==> src/rtl/piso_shift_tx_if.sv <==
// Load handshake and serial framing bundle for piso_shift_tx.
// The transmitter takes the slave side; the word source and serial receiver take the master side.
interface piso_shift_tx_if #(
    parameter int REG_SIZE = 4
) ();
    logic [REG_SIZE-1:0] X;
    logic                LOAD;
    logic                READY;
    logic                SHIFT_L;
    logic                D_OUT;
    logic                D_VALID;
    logic                LAST;

    modport master (
        output X, LOAD, SHIFT_L,
        input  READY, D_OUT, D_VALID, LAST
    );

    modport slave (
        input  X, LOAD, SHIFT_L,
        output READY, D_OUT, D_VALID, LAST
    );
endinterface

==> src/rtl/piso_shift_tx.sv <==
// Parallel-in serial-out transmitter: accepts a word on LOAD && READY, sends it MSB-first with D_VALID/LAST framing.
// Optional feature macro: PISO_TX_PARITY_EN appends an even-parity bit after the data LSB.
module piso_shift_tx #(
    parameter int REG_SIZE = 4
) (
    input  logic            CLOCK,
    input  logic            CLEAR,
    piso_shift_tx_if.slave  bus
);
    localparam int CNT_W = $clog2(REG_SIZE + 1);
`ifdef PISO_TX_PARITY_EN
    localparam int FRAME_LEN = REG_SIZE + 1;
`else
    localparam int FRAME_LEN = REG_SIZE;
`endif
    localparam logic [CNT_W-1:0] LAST_CNT = CNT_W'(FRAME_LEN - 1);

    typedef enum logic {
        IDLE  = 1'b0,
        SHIFT = 1'b1
    } state_t;

    state_t              state_q, state_d;
    logic [REG_SIZE-1:0] sreg_q, sreg_d;
    logic [CNT_W-1:0]    cnt_q, cnt_d;
    logic                last_s;
    logic                ready_s;
    logic                d_out_s;
    logic                accept_s;

`ifdef PISO_TX_PARITY_EN
    logic parity_q, parity_d;

    function automatic logic even_parity(input logic [REG_SIZE-1:0] word);
        return ^word;
    endfunction
`endif

    // Framing outputs decoded from the registered state; READY in SHIFT opens only on the final enabled bit
    always_comb begin
        last_s  = 1'b0;
        ready_s = 1'b1;
        d_out_s = 1'b0;
        case (state_q)
            IDLE: begin
                ready_s = 1'b1;
            end
            SHIFT: begin
                last_s  = (cnt_q == LAST_CNT);
                ready_s = last_s && bus.SHIFT_L;
`ifdef PISO_TX_PARITY_EN
                if (cnt_q == CNT_W'(REG_SIZE)) begin
                    d_out_s = parity_q;
                end else begin
                    d_out_s = sreg_q[REG_SIZE-1];
                end
`else
                d_out_s = sreg_q[REG_SIZE-1];
`endif
            end
            default: begin
                ready_s = 1'b0;
            end
        endcase
    end

    assign accept_s    = bus.LOAD && ready_s;
    assign bus.READY   = ready_s;
    assign bus.D_OUT   = d_out_s;
    assign bus.D_VALID = (state_q == SHIFT);
    assign bus.LAST    = last_s;

    // Next-state logic: load, shift, back-to-back reload or return to IDLE; SHIFT_L low freezes a frame
    always_comb begin
        state_d  = state_q;
        sreg_d   = sreg_q;
        cnt_d    = cnt_q;
`ifdef PISO_TX_PARITY_EN
        parity_d = parity_q;
`endif
        case (state_q)
            IDLE: begin
                if (accept_s) begin
                    state_d  = SHIFT;
                    sreg_d   = bus.X;
                    cnt_d    = {CNT_W{1'b0}};
`ifdef PISO_TX_PARITY_EN
                    parity_d = even_parity(bus.X);
`endif
                end else begin
                    state_d = IDLE;
                end
            end
            SHIFT: begin
                if (!bus.SHIFT_L) begin
                    state_d = SHIFT;
                end else if (!last_s) begin
                    sreg_d = {sreg_q[REG_SIZE-2:0], 1'b0};
                    cnt_d  = cnt_q + CNT_W'(1);
                end else if (accept_s) begin
                    sreg_d   = bus.X;
                    cnt_d    = {CNT_W{1'b0}};
`ifdef PISO_TX_PARITY_EN
                    parity_d = even_parity(bus.X);
`endif
                end else begin
                    state_d = IDLE;
                    sreg_d  = {REG_SIZE{1'b0}};
                    cnt_d   = {CNT_W{1'b0}};
                end
            end
            default: begin
                state_d = IDLE;
                sreg_d  = {REG_SIZE{1'b0}};
                cnt_d   = {CNT_W{1'b0}};
            end
        endcase
    end

    // State registers; CLEAR aborts any frame in progress immediately
    always_ff @(posedge CLOCK or posedge CLEAR) begin
        if (CLEAR) begin
            state_q  <= IDLE;
            sreg_q   <= {REG_SIZE{1'b0}};
            cnt_q    <= {CNT_W{1'b0}};
`ifdef PISO_TX_PARITY_EN
            parity_q <= 1'b0;
`endif
        end else begin
            state_q  <= state_d;
            sreg_q   <= sreg_d;
            cnt_q    <= cnt_d;
`ifdef PISO_TX_PARITY_EN
            parity_q <= parity_d;
`endif
        end
    end
endmodule

==> src/flat_wrapper.sv <==
// flat-port wrapper written by rule: the top's interface ports become plain ports
module piso_shift_tx_flat 
#(
    parameter int REG_SIZE = 4
)
  (CLOCK, CLEAR, bus_X, bus_LOAD, bus_SHIFT_L, bus_READY, bus_D_OUT, bus_D_VALID, bus_LAST);
  piso_shift_tx_if #(.REG_SIZE(REG_SIZE)) bus_i ();
  input  logic CLOCK;
  input  logic CLEAR;
  input wire logic [$bits(bus_i.X)-1:0] bus_X;
  input wire logic [$bits(bus_i.LOAD)-1:0] bus_LOAD;
  input wire logic [$bits(bus_i.SHIFT_L)-1:0] bus_SHIFT_L;
  output wire logic [$bits(bus_i.READY)-1:0] bus_READY;
  output wire logic [$bits(bus_i.D_OUT)-1:0] bus_D_OUT;
  output wire logic [$bits(bus_i.D_VALID)-1:0] bus_D_VALID;
  output wire logic [$bits(bus_i.LAST)-1:0] bus_LAST;
  assign bus_i.X = bus_X;
  assign bus_i.LOAD = bus_LOAD;
  assign bus_i.SHIFT_L = bus_SHIFT_L;
  assign bus_READY = bus_i.READY;
  assign bus_D_OUT = bus_i.D_OUT;
  assign bus_D_VALID = bus_i.D_VALID;
  assign bus_LAST = bus_i.LAST;
  piso_shift_tx #(.REG_SIZE(REG_SIZE)) u_core (.CLOCK(CLOCK), .CLEAR(CLEAR), .bus(bus_i));
endmodule
==> config.mk <==
export PLATFORM = sky130hd
export DESIGN_NAME = piso_shift_tx_flat
export DESIGN_NICKNAME = d
export VERILOG_FILES = /design/src/rtl/piso_shift_tx_if.sv /design/src/rtl/piso_shift_tx.sv /design/src/flat_wrapper.sv
export SDC_FILE = /design/constraint.sdc
export NUM_CORES = 1
export LEC_CHECK = 0
export ABC_AREA = 1
export ABC_CLOCK_PERIOD_IN_PS = 1050
export BUFFER_PORTS_ARGS = -buffer_cell sky130_fd_sc_hd__buf_2
export CAP_MARGIN = 20
export CORE_AREA = 3 3 40 42
export DETAILED_ROUTE_END_ITERATION = 10
export DIE_AREA = 0 0 43 45
export PLACE_DENSITY = 0.55
export SLEW_MARGIN = 20
export SYNTH_ARGS = -nofsm -noshare
export SYNTH_HDL_FRONTEND = slang
export SYNTH_SLANG_ARGS = --single-unit
export TNS_END_PERCENT = 30
==> constraint.sdc <==
create_clock -name CLOCK -period 1.05 [get_ports CLOCK]
set_input_delay 0.105 -clock CLOCK [delete_from_list [all_inputs] [get_ports CLOCK]]
set_output_delay 0.105 -clock CLOCK [all_outputs]
set_load 0.05 [all_outputs]
==> impl_metrics.csv, run 1 <==
group,metric,value,unit
clocking,cts_tree,"yes",
timing,worst_slack,-0.192,ns
detailed_routing,routed_wl,1060,um
floorplan,die_w,43,um
clocking,clock_path_buffers,2,
detailed_routing,postRouteAntennaNets,0,
logic_synthesis,syn-cell-area,448,um^2
timing,relSlewSlack,0.775,
logic_synthesis,syn_avg_cell_area,8.00,um^2
floorplan,die_area,1940,um^2
timing,setup_viol_count_final,9,
pwr,ir_drop,985,uV
grt,grt_pass1_wl,1750,um
timing,fin_worst_skew,0.00281,ns
critical_path,critPathRequiredTime,0.94,ns
grt,grt_max_degree,9,
critical_path,critPathKind,"reg -> out",
placement,place_area,538,um^2
detailed_routing,wire_per_inst,11.5,um
grt,grt_usage,0.130,
logic_synthesis,synth_top_area_share,0.447,
final_layout,design_area,677,um^2
clocking,root_buffer,"clkbuf_4",
clocking,clock_sinks,8,
logic_synthesis,ys_seq_area_frac,0.447,
detailed_routing,drtIter0Drc,2,
placement,gp_congestion,0.776,
clocking,clkLatencyLatePin,0.26,ns
floorplan,ios,12,
final_layout,finalNonFillerCells,92,
grt,antenna_found_initial,0,
final_layout,multi_input_area,253,um^2
pwr,p_leak,0.348,nW
logic_synthesis,synth.area.top_cells,"dfrtp_1, nand2_1, inv_1, nand3_1, a21oi_2",
critical_path,endpoint_kind,"primary output",
floorplan,core_area,1280,um^2
critical_path,max_stage_delay,0.39,ns
floorplan,fp.dieH,45,um
critical_path,start_kind,"flip-flop",
final_layout,nets,87,
critical_path,crit_fanout,3,
timing,fin_crit_sh,1.18,
timing,hold_violations,0,
critical_path,worstPathCellList,"ha_4 > nand2_4 > nor2_4 > buf_6",
critical_path,cp_slowest_cell,"dfrtp_1",
logic_synthesis,netlist-cell-type-count,14,
run,max_cap_viol_count,0,
clocking,cts_buffers,3,
floorplan,start_util,0.349,
final_layout,ff_latch_area,201,um^2
final_layout,area_growth,51.1,%
grt,global_route.overflow_total,0,
pwr,p_per_area,2700,nW/um^2
placement,post-place-ws,-0.169,ns
final_layout,drive_gt1_frac,0.481,
critical_path,arrival,1.14,ns
placement,post-place-cells,82,
logic_synthesis,yosysTopAreaCell,"dfrtp_1",
detailed_routing,vias,415,
grt,grt_pass1_vias,407,
placement,dp_hpwl,708,um
timing,tightest_slew,0.337,ns
timing,whs,0.0839,ns
detailed_routing,drt_pass1_iterations,2,
final_layout,antennaDiodeCount,0,
timing,fmax,805,MHz
logic_synthesis,synth.net_count,65,
floorplan,num_rows,13,
logic_synthesis,ys_ff_latch,8,
final_layout,final_core_util,0.527,
timing,drv_slew,0,
clocking,cts.clk_slew.worst_paths,0.06,ns
clocking,htree_levels,1,
detailed_routing,drc_errors,0,
logic_synthesis,yosys_warnings,0,
placement,io_buffers,11,
timing,final.min_clock_period,1.24,ns
run_status,status,"finished with violations",
run_status,violations,"negative setup slack",
final_layout,fill_cells,121,
logic_synthesis,syn_inst,56,
detailed_routing,via_per_inst,4.51,
min_path,holdCritPathClass,"in -> reg",
timing,rsz0062_at_grt,"true",
through the flow:
stage / TNS [ns] / power (W)
floorplan: -0.722 / 0.00114
global placement: -0.732 / 0.00127
detailed placement: -0.909 / 0.00128
CTS: -1.03 / 0.00184
global route: -1.57 / 0.00195
finish: -0.953 / 0.00183
where the power goes:
part           leakage (nW)  switching, W  internal (W)
registers            0.0956     0.0000815      0.000420
clock network        0.0150      0.000118      0.000146
logic                 0.238      0.000621      0.000442
repair_timing:
item / 4_1_cts / 5_1_grt
resized for setup: 17 / 1
pin swaps: 5 / 3
setup buffers: 5 / 0
hold endpoints to repair: 8 / 0
gates cloned: 0 / 0
setup endpoints to repair: 10 / 10
hold buffers: 1 / 0
per-layer routing:
layer,track usage,vias to the layer above,share of wire
met5,0,-,0
met4,0.0904,0,0.0095
met1,0.143,187,0.42
met2,0.219,9,0.51
met3,0.0359,2,0.054
li1,-,217,-
area by class of cell:
class                      count  area share
multi-input combinational     36       0.373
sequential                     8       0.298
timing repair buffer          18       0.196
inverter                      11      0.0665
clock buffer                   4      0.0388
tap                           15      0.0277
cells by family (layout without fill, tap and decap cells):
kind of cell,count (synthesis),count (layout),synth area share
simple gates,28,28,0.274
fa+ha+maj,1,1,0.0279
compound gates,7,7,0.134
flops,8,8,0.447
buf+inv,12,33,0.117
state kept, by name, summed over array words and instances (netlist names):
signal	flops
u_core.bus.D_VALID	1
u_core.sreg_q	4
u_core.cnt_q	3
cells in the mapped netlist:
cell type  instances
a21oi_1            1
nand4_1            1
a21oi_2            3
nand2_4            1
o21ai_4            1
ha_1               1
o21ai_0            1
buf_6              1
inv_1             11
nand2_1           16
nor2_1             4
a22oi_1            1
nand3_1            6
dfrtp_1            8
placed cells by master, fill, tap and decap left out:
cell,netlist,final
a21oi_1,1,1
nand2_4,1,3
clkbuf_4,0,3
inv_2,0,2
clkbuf_1,0,1
a22oi_2,0,1
buf_8,0,1
inv_1,11,8
nand3_4,0,1
nor2_1,4,3
ha_4,0,1
a21oi_2,3,3
nand3_1,6,5
dfrtp_2,0,1
nand4_1,1,1
dlygate4sd3_1,0,1
clkinvlp_4,0,1
dfrtp_1,8,7
buf_2,0,8
nand2_1,16,12
o21ai_4,1,1
o21ai_0,1,1
buf_6,1,2
nor2_4,0,1
buf_4,0,6
nand2_2,0,2
critical path: cells and delay by family (launching register included):
family | cells | cell delay [ns]
buf+inv | 1 | 0.16
flops | 1 | 0.39
fa+ha+maj | 1 | 0.19
simple gates | 2 | 0.14
final timing paths:
check	startpoint	endpoint	slack [ns]	cells past startpoint
worst max-delay path	u_core.cnt_q[0]	bus_LAST	-0.19	4
worst min-delay path	bus_X[0]	u_core.sreg_q[0]	0.08	3
worst max register to register	u_core.cnt_q[0]	u_core.sreg_q[2]	-0.13	6
worst min register to register	u_core.sreg_q[0]	u_core.sreg_q[0]	0.50	2
max in group asynchronous	CLEAR	u_core.bus.D_VALID	0.44	3
min in group asynchronous	CLEAR	u_core.sreg_q[0]	0.34	3
(Power assumes the default switching activity.)
==> run 2: changes to the inputs <==
- HOLD_SLACK_MARGIN: unset -> 0.1
==> impl_metrics.csv, run 2 (synthesis gave the netlist of run 1 again) <==
group,metric,value,unit
timing,rsz0062_at_grt,"true",
pwr,p_per_area,2580,nW/um^2
detailed_routing,drc_errors,0,
timing,fin_worst_skew,0.00161,ns
min_path,holdCritPathClass,"in -> reg",
critical_path,start_kind,"flip-flop",
timing,relSlewSlack,0.776,
timing,tightest_slew,0.336,ns
final_layout,design_area,717,um^2
placement,dp_hpwl,708,um
pwr,switchingPower,0.000832,W
grt,antenna_found_initial,0,
final_layout,layout_commonest_cell,"nand2_1",
pwr,ir_drop,978,uV
run_status,violations,"negative setup slack",
timing,fmax,804,MHz
floorplan,ios,12,
floorplan,num_rows,13,
timing,fin_crit_sh,1.18,
floorplan,die_area,1940,um^2
detailed_routing,vias,444,
detailed_routing,drt_pass1_iterations,3,
final_layout,drive_gt1_frac,0.457,
clocking,clock_path_buffers,2,
clocking,clkLatencyLatePin,0.26,ns
critical_path,endpoint_kind,"primary output",
detailed_routing,postRouteAntennaNets,0,
clocking,cts_tree,"yes",
floorplan,fp.dieH,45,um
final_layout,area_growth,60.1,%
timing,setup_viol_count_final,9,
critical_path,arrival,1.14,ns
detailed_routing,via_per_inst,4.63,
grt,grt_pass1_vias,439,
final_layout,top_register,"u_core.sreg_q",
clocking,root_buffer,"clkbuf_4",
pwr,sw_frac_of_total,0.450,
floorplan,die_w,43,um
final_layout,largest_reg_flops,4,
placement,post-place-ws,-0.169,ns
timing,hold_violations,0,
min_path,holdPathStages,3,
clocking,clock_sinks,8,
grt,global_route.overflow_total,0,
final_layout,nets,91,
pwr,seqPwrFrac,0.271,
floorplan,core_area,1280,um^2
critical_path,crit_fanout,3,
placement,gp_congestion,0.776,
clocking,cts_buffers,3,
final_layout,layout_common_cells,"nand2_1, inv_1, buf_2",
detailed_routing,routed_wl,1120,um
grt,grt_max_degree,9,
detailed_routing,wire_per_inst,11.7,um
pwr,p_comb_frac,0.583,
grt,grt_usage,0.142,
critical_path,critPathRequiredTime,0.94,ns
pwr,p_clk_frac,0.146,
clocking,cts.clk_slew.worst_paths,0.06,ns
timing,worst_slack,-0.193,ns
detailed_routing,drtIter0Drc,5,
pwr,p_leak,0.365,nW
floorplan,start_util,0.349,
timing,drv_slew,0,
run,max_cap_viol_count,0,
run_status,status,"finished with violations",
pwr,p_int,0.00102,W
placement,io_buffers,11,
clocking,htree_levels,1,
placement,place_area,538,um^2
grt,grt_pass1_wl,1930,um
final_layout,antennaDiodeCount,0,
timing,final.min_clock_period,1.24,ns
critical_path,reg2reg_depth,6,
critical_path,critPathKind,"reg -> out",
[run 2: cell types whose count changed in the layout (fill, tap and decap cells not counted)]
| cell | before | now |
|---|---|---|
| dlygate4sd3_1 | 1 | 5 |
[run 2: worst paths after layout]
check / startpoint / endpoint / slack (ns)
setup / recovery: u_core.cnt_q[0] / bus_LAST / -0.19
hold / removal: bus_LOAD / u_core.sreg_q[0] / 0.12
setup reg to reg: u_core.cnt_q[0] / u_core.sreg_q[2] / -0.14
hold reg to reg: u_core.sreg_q[0] / u_core.sreg_q[0] / 0.50
max in group asynchronous: CLEAR / u_core.bus.D_VALID / 0.45
min in group asynchronous: CLEAR / u_core.sreg_q[0] / 0.34
[run 2: through the flow]
stage	util	total power, W	cells	hold slack (ns)	setup TNS [ns]
3_5_place_dp	0.419	0.00128	82	0.0803	-0.909
6_report	0.558	0.00185	96	0.117	-0.984
3_3_place_gp	0.419	0.00127	82	0.0787	-0.732
2_1_floorplan	-	0.00114	56	-0.0794	-0.722
5_1_grt	0.558	0.00197	96	0.150	-1.63
4_1_cts	0.558	0.00185	96	0.120	-1.03
[run 2: critical path, stage by stage (launching register included)]
cell and delay, ns:
dfrtp_1 0.39, ha_4 0.19, nand2_4 0.06, nor2_4 0.07, buf_6 0.15
[run 2: per-layer routing]
layer  vias up  wire [um]  GRT usage
li1        224          -          -
met1       204        498      0.160
met2        10        540      0.240
met3         6         58     0.0359
met4         0         25     0.0904
met5         -          0          0
[run 2: power by group through the flow]
stage	logic, W	registers (W)	clock network (W)
6_report	0.00108	0.000501	0.000270
5_1_grt	0.00116	0.000520	0.000292
4_1_cts	0.00107	0.000504	0.000278
3_5_place_dp	0.000771	0.000510	0
3_3_place_gp	0.000764	0.000504	0
2_1_floorplan	0.000639	0.000497	0
[run 2: repair_timing]
action	4_1_cts	5_1_grt
gates resized for setup	17	1
hold buffers	5	0
pin swaps	5	3
setup endpoints to repair	10	11
setup buffers	5	0
endpoints found under the hold margin	12	0
[run 2: cell type report]
type / count / area [um^2]
Multi-Input combinational cell: 36 / 253
Clock buffer: 4 / 26.3
Fill cell: 115 / 568
Sequential cell: 8 / 201
Timing Repair Buffer: 22 / 173
Inverter: 11 / 45.0
Tap cell: 15 / 18.8
==> run 3: changes to the inputs <==
- BUFFER_PORTS_ARGS: -buffer_cell sky130_fd_sc_hd__buf_2 -> unset
- DONT_BUFFER_PORTS: unset -> 1
==> impl_metrics.csv, run 3 (synthesis gave the netlist of run 1 again) <==
group,metric,value,unit
final_layout,top_register,"u_core.sreg_q",
critical_path,endpoint_kind,"primary output",
pwr,p_leak,0.343,nW
timing,drv_slew,0,
critical_path,r2r_start,"u_core.cnt_q[0]",
placement,dp_hpwl,705,um
timing,whs,0.117,ns
grt,antenna_found_initial,0,
final_layout,finalNonFillerCells,89,
critical_path,crit_fanout,4,
min_path,min-delay-start,"bus_SHIFT_L",
pwr,ir_drop,1150,uV
timing,fin_worst_skew,0.0170,ns
timing,worst_slack,-0.227,ns
detailed_routing,wire_per_inst,13.4,um
timing,final.min_clock_period,1.28,ns
clocking,clock_path_buffers,2,
floorplan,fp.dieH,45,um
clocking,htree_levels,1,
floorplan,core_area,1280,um^2
clocking,clkLatencyLatePin,0.27,ns
grt,grt_max_degree,9,
final_layout,antennaDiodeCount,0,
timing,fin_crit_sh,1.22,
final_layout,layout_commonest_cell,"nand2_1",
grt,global_route.overflow_total,0,
clocking,root_buffer,"clkbuf_4",
floorplan,die_area,1940,um^2
clocking,cts_tree,"yes",
final_layout,largest_reg_flops,4,
timing,fmax,783,MHz
critical_path,start_kind,"flip-flop",
run,max_cap_viol_count,0,
floorplan,die_w,43,um
detailed_routing,drt_pass1_iterations,2,
timing,relSlewSlack,0.781,
run_status,status,"finished with violations",
timing,fin_setup_tns,-1.10,ns
floorplan,start_util,0.349,
final_layout,drive_gt1_frac,0.419,
detailed_routing,via_per_inst,4.64,
floorplan,ios,12,
critical_path,arrival,1.17,ns
placement,post-place-cells,76,
placement,io_buffers,0,
critical_path,worstSetupStartpoint,"u_core.cnt_q[1]",
grt,grt_pass1_vias,459,
detailed_routing,routed_wl,1190,um
timing,hold_violations,0,
timing,setup_viol_count_final,10,
placement,post-place-ws,-0.173,ns
min_path,holdCritPathClass,"in -> reg",
final_layout,fill_cells,128,
critical_path,critPathKind,"reg -> out",
placement,gp_congestion,0.749,
timing,tightest_slew,0.327,ns
pwr,p_per_area,2670,nW/um^2
clocking,clock_sinks,8,
pwr,total_power,0.00189,W
run_status,violations,"negative setup slack",
clocking,cts_buffers,3,
timing,rsz0062_at_grt,"true",
detailed_routing,drtIter0Drc,2,
detailed_routing,vias,413,
final_layout,nets,84,
critical_path,critPathRequiredTime,0.94,ns
grt,grt_pass1_wl,1990,um
detailed_routing,postRouteAntennaNets,0,
detailed_routing,drc_errors,0,
floorplan,num_rows,13,
final_layout,layout_common_cells,"nand2_1, inv_1, dfrtp_1",
grt,grt_usage,0.145,
clocking,cts.clk_slew.worst_paths,0.07,ns
final_layout,area_growth,58.1,%
[run 3: where the power goes]
part,total (W),internal (W),switching [W]
Sequential,0.000532,0.000420,0.000112
Clock,0.000266,0.000146,0.000120
Combinational,0.00109,0.000470,0.000622
[run 3: final timing paths]
| check | to | slack [ns] | cells past startpoint |
|---|---|---|---|
| setup / recovery | bus_LAST | -0.23 | 4 |
| hold / removal | u_core.cnt_q[0] | 0.12 | 3 |
| setup reg to reg | u_core.sreg_q[2] | -0.15 | 7 |
| hold reg to reg | u_core.sreg_q[0] | 0.49 | 2 |
| max in group asynchronous | u_core.sreg_q[2] | 0.56 | 2 |
| min in group asynchronous | u_core.sreg_q[3] | 0.22 | 2 |
[run 3: final cells by class]
| class | count | area [um^2] | share of cell area |
|---|---|---|---|
| inverters | 11 | 45.0 | 0.0636 |
| repair buffers | 15 | 159 | 0.224 |
| clock buffers | 4 | 26.3 | 0.0371 |
| well taps | 15 | 18.8 | 0.0265 |
| multi-input cells | 36 | 258 | 0.364 |
| flip-flops and latches | 8 | 201 | 0.284 |
[run 3: worst max-delay path, cell delays in order, from the launching register on]
cell and delay, ns:
dfrtp_1 0.41, ha_4 0.20, nand2_4 0.07, nor2_4 0.10, buf_12 0.14
[run 3: what timing repair did]
item                       CTS  global route
gates resized for setup     11             7
setup endpoints to repair   10            11
hold buffers                 6             0
pin swaps                    6             2
setup buffers                3             0
hold endpoints to repair    13             0
[run 3: metrics by stage]
stage / instance area (um^2) / utilization
after detailed placement: 533 / 0.415
after floorplan: 468 / -
after global placement: 533 / 0.415
final: 708 / 0.551
after global routing: 708 / 0.551
after CTS: 692 / 0.538
[run 3: layer usage]
| metal | vias to the layer above | routed length (um) | GRT usage |
|---|---|---|---|
| met5 | - | 0 | 0 |
| met4 | 0 | 0 | 0.0361 |
| met3 | 0 | 75 | 0.0717 |
| met2 | 10 | 642 | 0.254 |
| met1 | 191 | 474 | 0.158 |
| li1 | 212 | - | - |
